`config.mk`:
```
export PLATFORM = sky130hd
export DESIGN_NAME = wb_arbiter
export DESIGN_NICKNAME = d
export VERILOG_FILES = /design/src/rtl/wb_pkg.sv /design/src/rtl/wb_watchdog.sv /design/src/rtl/wb_arbiter.sv
export SDC_FILE = /design/constraint.sdc
export NUM_CORES = 1
export LEC_CHECK = 0
export ABC_CLOCK_PERIOD_IN_PS = 8200
export CAP_MARGIN = 25
export CORE_ASPECT_RATIO = 1.5
export CORE_UTILIZATION = 36
export DETAILED_ROUTE_END_ITERATION = 10
export MAX_ROUTING_LAYER = met4
export PLACE_DENSITY_LB_ADDON = 0.05
export SETUP_SLACK_MARGIN = 0.5
export SYNTH_ARGS = -nofsm -noshare
export SYNTH_HDL_FRONTEND = slang
export SYNTH_SLANG_ARGS = --single-unit
```
`constraint.sdc`:
```
create_clock -name wb_clk_i -period 8.2 [get_ports wb_clk_i]
set_input_delay 2.05 -clock wb_clk_i [delete_from_list [all_inputs] [get_ports wb_clk_i]]
set_output_delay 2.05 -clock wb_clk_i [all_outputs]
set_load 0.1 [all_outputs]
```
`src/rtl/wb_pkg.sv`:
```
// -----------------------------------------------------------------------------
// wb_pkg
// Shared definitions for the two-master Wishbone arbiter: default bus widths,
// the watchdog timeout default, the outstanding-transaction counter width and
// the arbitration FSM state encoding.
// -----------------------------------------------------------------------------
package wb_pkg;

  localparam int unsigned WB_ADDR_WIDTH      = 4;
  localparam int unsigned WB_DATA_WIDTH      = 32;
  localparam int unsigned WB_TIMEOUT_CYCLES  = 1024;
  localparam int unsigned OUTSTANDING_WIDTH  = 8;

  typedef enum logic [1:0] {
    ST_IDLE   = 2'd0,
    ST_GRANT0 = 2'd1,
    ST_GRANT1 = 2'd2
  } arb_state_e;

endpackage : wb_pkg

```
`src/rtl/wb_watchdog.sv`:
```
// -----------------------------------------------------------------------------
// wb_watchdog
// Tracks accepted-but-unacknowledged strobes for the currently granted master
// and flags a hung slave when no ack arrives for TIMEOUT_CYCLES consecutive
// cycles while transactions are outstanding.
//
// Ports
//   clk          in   clock, rising edge
//   rst          in   synchronous active-high reset
//   active       in   a master is currently granted
//   accept       in   forwarded strobe taken by the slave (stb & !stall)
//   ack          in   slave ack while a master is granted
//   grant_change in   grant moves next edge; both counters restart
//   expire       out  combinational: watchdog reaches TIMEOUT_CYCLES this edge
// -----------------------------------------------------------------------------
module wb_watchdog
  import wb_pkg::*;
#(
  parameter int unsigned TIMEOUT_CYCLES = WB_TIMEOUT_CYCLES
) (
  input  logic clk,
  input  logic rst,
  input  logic active,
  input  logic accept,
  input  logic ack,
  input  logic grant_change,
  output logic expire
);

  localparam int unsigned WD_WIDTH = $clog2(TIMEOUT_CYCLES + 1);
  localparam logic [WD_WIDTH-1:0] WD_LAST = WD_WIDTH'(TIMEOUT_CYCLES - 1);
  localparam logic [OUTSTANDING_WIDTH-1:0] OUT_MAX = '1;

  logic [OUTSTANDING_WIDTH-1:0] outstanding_q;
  logic [WD_WIDTH-1:0]          wd_q;
  logic                         wd_run;

  // The watchdog only counts while something is in flight and the slave is
  // silent; an ack or an empty pipeline restarts it.
  assign wd_run = active && (outstanding_q != '0) && !ack;
  assign expire = wd_run && (wd_q == WD_LAST);

  // NOTE: sequential state is updated with non-blocking assignments so every
  // register samples the pre-edge value of the others.
  always_ff @(posedge clk) begin
    if (rst || grant_change) begin
      outstanding_q <= '0;
      wd_q          <= '0;
    end else begin
      // Accept and ack in the same cycle cancel out; both ends saturate.
      unique case ({accept, ack})
        2'b10:   if (outstanding_q != OUT_MAX) outstanding_q <= outstanding_q + 1'b1;
        2'b01:   if (outstanding_q != '0)      outstanding_q <= outstanding_q - 1'b1;
        default: outstanding_q <= outstanding_q;
      endcase
      wd_q <= wd_run ? wd_q + 1'b1 : '0;
    end
  end

endmodule : wb_watchdog

```
`src/rtl/wb_arbiter.sv`:
```
// -----------------------------------------------------------------------------
// wb_arbiter
// Two-master, one-slave Wishbone arbiter with round-robin tie breaking and a
// watchdog that forcibly releases a grant when the slave stops acknowledging.
// A master released by the watchdog is locked out until it drops cyc.
//
// Ports
//   wb_clk_i, wb_rst_i                 clock; synchronous active-high reset
//   mN_wb_cyc_i/stb_i/we_i/adr_i/dat_i master N request (N = 0, 1)
//   mN_wb_dat_o/ack_o/stall_o          master N response (idle: 0/0/1)
//   s_wb_cyc_o/stb_o/we_o/adr_o/dat_o  shared slave request
//   s_wb_dat_i/ack_i/stall_i           shared slave response
//   timeout_o                          one-cycle pulse after a forced release
// -----------------------------------------------------------------------------
module wb_arbiter
  import wb_pkg::*;
#(
  parameter int unsigned ADDR_WIDTH     = WB_ADDR_WIDTH,
  parameter int unsigned DATA_WIDTH     = WB_DATA_WIDTH,
  parameter int unsigned TIMEOUT_CYCLES = WB_TIMEOUT_CYCLES
) (
  input  logic                  wb_clk_i,
  input  logic                  wb_rst_i,

  input  logic                  m0_wb_cyc_i,
  input  logic                  m0_wb_stb_i,
  input  logic                  m0_wb_we_i,
  input  logic [ADDR_WIDTH-1:0] m0_wb_adr_i,
  input  logic [DATA_WIDTH-1:0] m0_wb_dat_i,
  output logic [DATA_WIDTH-1:0] m0_wb_dat_o,
  output logic                  m0_wb_ack_o,
  output logic                  m0_wb_stall_o,

  input  logic                  m1_wb_cyc_i,
  input  logic                  m1_wb_stb_i,
  input  logic                  m1_wb_we_i,
  input  logic [ADDR_WIDTH-1:0] m1_wb_adr_i,
  input  logic [DATA_WIDTH-1:0] m1_wb_dat_i,
  output logic [DATA_WIDTH-1:0] m1_wb_dat_o,
  output logic                  m1_wb_ack_o,
  output logic                  m1_wb_stall_o,

  output logic                  s_wb_cyc_o,
  output logic                  s_wb_stb_o,
  output logic                  s_wb_we_o,
  output logic [ADDR_WIDTH-1:0] s_wb_adr_o,
  output logic [DATA_WIDTH-1:0] s_wb_dat_o,
  input  logic [DATA_WIDTH-1:0] s_wb_dat_i,
  input  logic                  s_wb_ack_i,
  input  logic                  s_wb_stall_i,

  output logic                  timeout_o
);

  arb_state_e state_q, state_d;
  logic       last_grant_q, last_grant_d;
  logic [1:0] lock_q, lock_d, lock_set;
  logic       timeout_q;
  logic       elig0, elig1;
  logic       expire;
  logic       active;
  logic       grant_change;

  assign elig0 = m0_wb_cyc_i && !lock_q[0];
  assign elig1 = m1_wb_cyc_i && !lock_q[1];

  // ---------------------------------------------------------------------------
  // Next-state logic
  // ---------------------------------------------------------------------------
  // NOTE: every signal written here gets a default first, so no path through
  // the case statement can leave it unassigned and infer a latch.
  always_comb begin
    state_d      = state_q;
    last_grant_d = last_grant_q;
    lock_set     = 2'b00;

    unique case (state_q)
      ST_IDLE: begin
        // On a tie the master that did not hold the bus last time wins.
        if (elig0 && elig1) state_d = last_grant_q ? ST_GRANT0 : ST_GRANT1;
        else if (elig0)     state_d = ST_GRANT0;
        else if (elig1)     state_d = ST_GRANT1;
      end
      ST_GRANT0: begin
        if (expire) begin
          state_d      = ST_IDLE;
          last_grant_d = 1'b0;
          lock_set[0]  = 1'b1;
        end else if (!m0_wb_cyc_i) begin
          state_d      = elig1 ? ST_GRANT1 : ST_IDLE;
          last_grant_d = 1'b0;
        end
      end
      ST_GRANT1: begin
        if (expire) begin
          state_d      = ST_IDLE;
          last_grant_d = 1'b1;
          lock_set[1]  = 1'b1;
        end else if (!m1_wb_cyc_i) begin
          state_d      = elig0 ? ST_GRANT0 : ST_IDLE;
          last_grant_d = 1'b1;
        end
      end
      default: state_d = ST_IDLE;
    endcase

    // A lock survives only while its master keeps cyc asserted.
    lock_d = lock_set | (lock_q & {m1_wb_cyc_i, m0_wb_cyc_i});
  end

  // ---------------------------------------------------------------------------
  // State registers
  // ---------------------------------------------------------------------------
  always_ff @(posedge wb_clk_i) begin
    if (wb_rst_i) begin
      state_q      <= ST_IDLE;
      last_grant_q <= 1'b1;
      lock_q       <= 2'b00;
      timeout_q    <= 1'b0;
    end else begin
      state_q      <= state_d;
      last_grant_q <= last_grant_d;
      lock_q       <= lock_d;
      timeout_q    <= expire;
    end
  end

  assign timeout_o    = timeout_q;
  assign active       = (state_q != ST_IDLE);
  assign grant_change = (state_d != state_q);

  // ---------------------------------------------------------------------------
  // Bus multiplexing: the granted master sees the slave directly, the other
  // master is held stalled with no ack and zero read data.
  // ---------------------------------------------------------------------------
  always_comb begin
    s_wb_cyc_o    = 1'b0;
    s_wb_stb_o    = 1'b0;
    s_wb_we_o     = 1'b0;
    s_wb_adr_o    = '0;
    s_wb_dat_o    = '0;
    m0_wb_dat_o   = '0;
    m0_wb_ack_o   = 1'b0;
    m0_wb_stall_o = 1'b1;
    m1_wb_dat_o   = '0;
    m1_wb_ack_o   = 1'b0;
    m1_wb_stall_o = 1'b1;

    unique case (state_q)
      ST_GRANT0: begin
        s_wb_cyc_o    = m0_wb_cyc_i;
        s_wb_stb_o    = m0_wb_stb_i;
        s_wb_we_o     = m0_wb_we_i;
        s_wb_adr_o    = m0_wb_adr_i;
        s_wb_dat_o    = m0_wb_dat_i;
        m0_wb_dat_o   = s_wb_dat_i;
        m0_wb_ack_o   = s_wb_ack_i;
        m0_wb_stall_o = s_wb_stall_i;
      end
      ST_GRANT1: begin
        s_wb_cyc_o    = m1_wb_cyc_i;
        s_wb_stb_o    = m1_wb_stb_i;
        s_wb_we_o     = m1_wb_we_i;
        s_wb_adr_o    = m1_wb_adr_i;
        s_wb_dat_o    = m1_wb_dat_i;
        m1_wb_dat_o   = s_wb_dat_i;
        m1_wb_ack_o   = s_wb_ack_i;
        m1_wb_stall_o = s_wb_stall_i;
      end
      default: ;
    endcase
  end

  // Slave handshakes only count while a master holds the bus.
  wb_watchdog #(
    .TIMEOUT_CYCLES (TIMEOUT_CYCLES)
  ) u_watchdog (
    .clk          (wb_clk_i),
    .rst          (wb_rst_i),
    .active       (active),
    .accept       (s_wb_stb_o && !s_wb_stall_i),
    .ack          (active && s_wb_ack_i),
    .grant_change (grant_change),
    .expire       (expire)
  );

endmodule : wb_arbiter

```
## Word level (Yosys, flattened, before mapping)

Index checks and enable logic that the tools add are counted.
Widths: inputs -> output; s select.

| operators by class | value |
|---|---|
| add/sub/neg operators | 3 |
| eq/ne operators | 11 |
| muxes and demuxes | 33 |
| bitwise logic cells | 3 |
| reduce and logical (&&, ||, !) cells | 21 |

Operators with widths:

| operator | count |
|---|---|
| $mux 32 | 2 |
| $pmux 32 s2 | 1 |
| $mux 2 | 9 |
| $mux 8 | 2 |
| $pmux 8 s2 | 1 |
| $mux 1 | 12 |
| $add 11x1->11 const B | 1 |
| $eq 11x10->1 const B | 1 |
| $add 8x1->8 const B | 1 |
| $logic_and 1x1->1 | 8 |
| $ne 8x8->1 const B | 1 |
| $pmux 1 s2 | 4 |
| $pmux 4 s2 | 1 |
| $reduce_bool 8->1 | 1 |
| $sub 8x1->8 const B | 1 |
| $ne 3x3->1 const B | 2 |
| $pmux 2 s3 | 1 |
| $reduce_and 3->1 | 2 |
| $reduce_bool 2->1 | 3 |
| $eq 2x1->1 const B | 2 |
| $eq 2x2->1 const B | 2 |
| $logic_not 1->1 | 4 |
| $ne 2x1->1 const B | 2 |
| $and 2x2->2 | 1 |
| 6 further kinds | 6 |

| word-level totals | value |
|---|---|
| bits in registers | 25 |
| input bits | 114 |
| output and inout bits | 108 |
| word-level logic and storage cells | 77 |

## Longest topological paths before layout

| logic depth | value |
|---|---|
| word-level depth | 10 |
| gate-level depth with buffers | 14 |
| gate-level depth less buffers | 14 |

## Modules after synthesis

A second synthesis with hierarchy kept.

| unflattened totals | value |
|---|---|
| cell total of the unflattened synthesis | 352 |
| area, all modules | 2576.2 um2 |

Modules (own cells, without submodules):

| module | instances | cells each | area each (um2) |
|---|---|---|---|
| wb_arbiter | 1 | 226 | 1508.9 |
| wb_watchdog | 1 | 126 | 1067.3 |

## Worst setup path before layout

Ideal clock, no wire load.

| timing | value |
|---|---|
| path type | input to output |
| start | in m1_wb_adr_i[3] |
| end | out s_wb_adr_o[3] |
| arrival time | 3.474 ns |
| path slack | 2.676 ns |
| stages | 2 |
| cell sequence | a22oi_1 > nor2b_1 |

| on the way | value |
|---|---|
| word-level cells in the longest chain between the ends | 1 |

Ends and longest elaborated chain:

| element | line | RTL |
|---|---|---|
| start: declaration | wb_arbiter.sv:37 | `input logic [ADDR_WIDTH-1:0] m1_wb_adr_i,` |
| $pmux 4 s2 | wb_arbiter.sv:149 | `unique case (state_q)` |
| end: declaration | wb_arbiter.sv:46 | `output logic [ADDR_WIDTH-1:0] s_wb_adr_o,` |

Every way passes these cells.

## Worst setup path in the final report

| timing | value |
|---|---|
| start | in m0_wb_cyc_i |
| end | out s_wb_cyc_o |

| on the way | value |
|---|---|
| word-level cells in the longest chain between the ends | 1 |

Ends and longest elaborated chain:

| element | line | RTL |
|---|---|---|
| start: declaration | wb_arbiter.sv:25 | `input logic m0_wb_cyc_i,` |
| $pmux 1 s2 | wb_arbiter.sv:149 |  |
| end: declaration | wb_arbiter.sv:43 | `output logic s_wb_cyc_o,` |

Every way passes these cells.

==> flow_metrics.tcl <==
set metrics [dict create \
    period_needed_ns 6.14 \
    synthTopCellsByCount "70 x and2_1, 43 x nor2b_1, 38 x a22oi_1" \
    hold_viol 0 \
    synth.avg_cell_area_um2 7.66 \
    synth_flop_cell "dfxtp_1" \
    post-route-period-util_pct 74.9 \
    clk_latency_ns 0.27 \
    timing.final.ws_setup_ns 2.06 \
    place_ws_ns 2.05 \
    synthArstFlopShare_pct 0 \
    rsz0062_at_grt "false" \
    core_area_um2 7270 \
    startpoint "m0_wb_cyc_i" \
    initial_utilization_pct 37.4 \
    clockBufferDepth 2 \
    io_buffers 221 \
    yosys.area.top_type "dfxtp_1" \
    grt_max_degree 78 \
    p_leak_nw 1.77 \
    ys_top_cells_by_area "dfxtp_1 18%, and2_1 16%, a22oi_1 10%" \
    cts_resized 0 \
    synth-edff-count 0 \
    htreeDepth 1 \
    die_w_um 72.9 \
    antenna_found_initial 0 \
    globalplace.congestion 0.931 \
    r2r_cells 13 \
    gr-total-overflow 0 \
    criticalPathCategory "input pin to output pin" \
    setup_viol 0 \
    cts-root-buf "clkbuf_8" \
    worstReg2RegStart "state_q[1]" \
    powerDensity_nw_per_um2 183 \
    synth_warnings 0 \
    vdd_drop_max_mv 0.118 \
    max_freq_mhz 163 \
    ios 222 \
    area_delta_synth_final_pct 86.0 \
    routed_wl_um 10700 \
    viasPerCell 5.10 \
    rows 38 \
    antenna_left 0 \
    dp_hpwl_um 8600 \
    post_cts_buffers 0 \
    holdCritPathClass "flop to flop" \
    status "complete, no violations" \
    ff2ff_setup_slack_ns 3.98 \
    yosys.area.top_type_share_pct 18.4 \
    crit_path_end_kind "output pin" \
    worst_ep_required_time_ns 6.15 \
    clk_pin_slew_ns 0.08 \
    route.detailed.drc 0 \
    hold_buffers 0 \
    clock-sinks 25 \
    power_mw 0.927 \
    synth_most_common_cell "and2_1" \
    critPathArrivalTime_ns 4.09 \
    synth.distinct_cells 52 \
    drv_cap 0 \
    final_core_util_pct 69.5 \
    syn_nets 483 \
    fin_nets 688 \
    worst_slew_pin_slew_ns 1.05 \
    drt_iter0_markers 158 \
    slew_headroom_pct 29.8 \
    netlist_instances 355 \
    finalMaxSlewViolations 0 \
    fp.dieH_um 108 \
    finClkSkew_ns 0.00197 \
    firstDrtPassIters 4 \
    worstSetupStartpointType "input pin" \
    n_antenna_cell 0 \
    drive_gt1_share_pct 4.47 \
    wire_per_inst_um 16.3 \
    grt_usage_pct 27.7 \
    cp-endpoint "s_wb_cyc_o" \
    cts_tree "built" \
    r2r-end "u_watchdog.outstanding_q[6]" \
    cp_max_fo 7 \
    synth-seq-cells 25 \
    fin_setup_tns_ns 0 \
    holdWs_ns 0.486 \
    grt_pass1_wl_um 16500 \
    cts_buffers 3 \
    vias 3361 \
    seq_area_frac_synth_pct 18.4 \
    die_area_um2 7910 \
    grt_pass1_vias 3315 \
    synthesis.area_um2 2720 \
]
==> area by class of cell <==
class | count | area (um^2)
Sequential cell | 25 | 500
Clock buffer | 4 | 45.0
Timing Repair Buffer | 226 | 2270
Fill cell | 603 | 2220
Inverter | 14 | 52.6
Tap cell | 100 | 125
Multi-Input combinational cell | 290 | 2060
==> registers in the layout, indices dropped and copies added (netlist names) <==
name / flops
timeout_o: 1
u_watchdog.wd_q: 11
u_watchdog.outstanding_q: 8
state_q: 2
lock_q: 2
last_grant_q: 1
==> worst max-delay path, cell delays in order <==
cell and delay, ns:
clkdlybuf4s50_1 0.57, a22o_1 0.21, and2_1 0.13, clkdlybuf4s50_1 1.12
==> stage by stage <==
stage,std cells,area [um^2]
after floorplan,355,2720
after global placement,654,4980
after detailed placement,655,5010
after CTS,659,5050
after global routing,659,5050
final,659,5050
==> cell usage in the layout, fill, tap and decap left out, types with 10 or more instances in the layout <==
cell type and n:
nor2b_1 43, a21oi_1 11, and2_1 70, nand2_1 15, nor4_1 10, inv_1 14
dfxtp_1 25, ha_1 11, clkdlybuf4s50_1 221, a22oi_1 38
==> worst min path at each step <==
stage | start | endpoint | slack (ns) | cells past startpoint
2_1_floorplan | lock_q[0] | lock_q[0] | 0.45 | 2
3_3_place_gp | lock_q[0] | lock_q[0] | 0.46 | 2
3_5_place_dp | lock_q[1] | lock_q[1] | 0.47 | 2
4_1_cts | lock_q[1] | lock_q[1] | 0.48 | 2
5_1_grt | lock_q[1] | lock_q[1] | 0.51 | 2
6_report | lock_q[1] | lock_q[1] | 0.49 | 2
==> per-layer routing <==
metal  GRT usage, %  part of all wire, %
met3           4.94                  7.2
met2           46.5                   50
met4           6.44                  1.3
met1           34.2                   42
met5              -                    0
==> report_power, final <==
group / internal (mW) / switching (mW) / total, mW
logic: 0.211 / 0.512 / 0.724
registers: 0.125 / 0.00530 / 0.131
clock network: 0.0348 / 0.0377 / 0.0724
total: 0.371 / 0.555 / 0.927
==> cell families after synthesis <==
family / after synthesis / synth area share [%]
AOI/OAI and AO/OA: 71 / 20.1
xor gates and xnor gates: 14 / 4.79
adders and majority gates: 14 / 6.72
buffers and inverters: 40 / 5.89
DFF: 25 / 18.4
muxes: 2 / 0.737
and+or+nand+nor: 189 / 43.3
No activity file was read; power rests on OpenSTA's default activity.
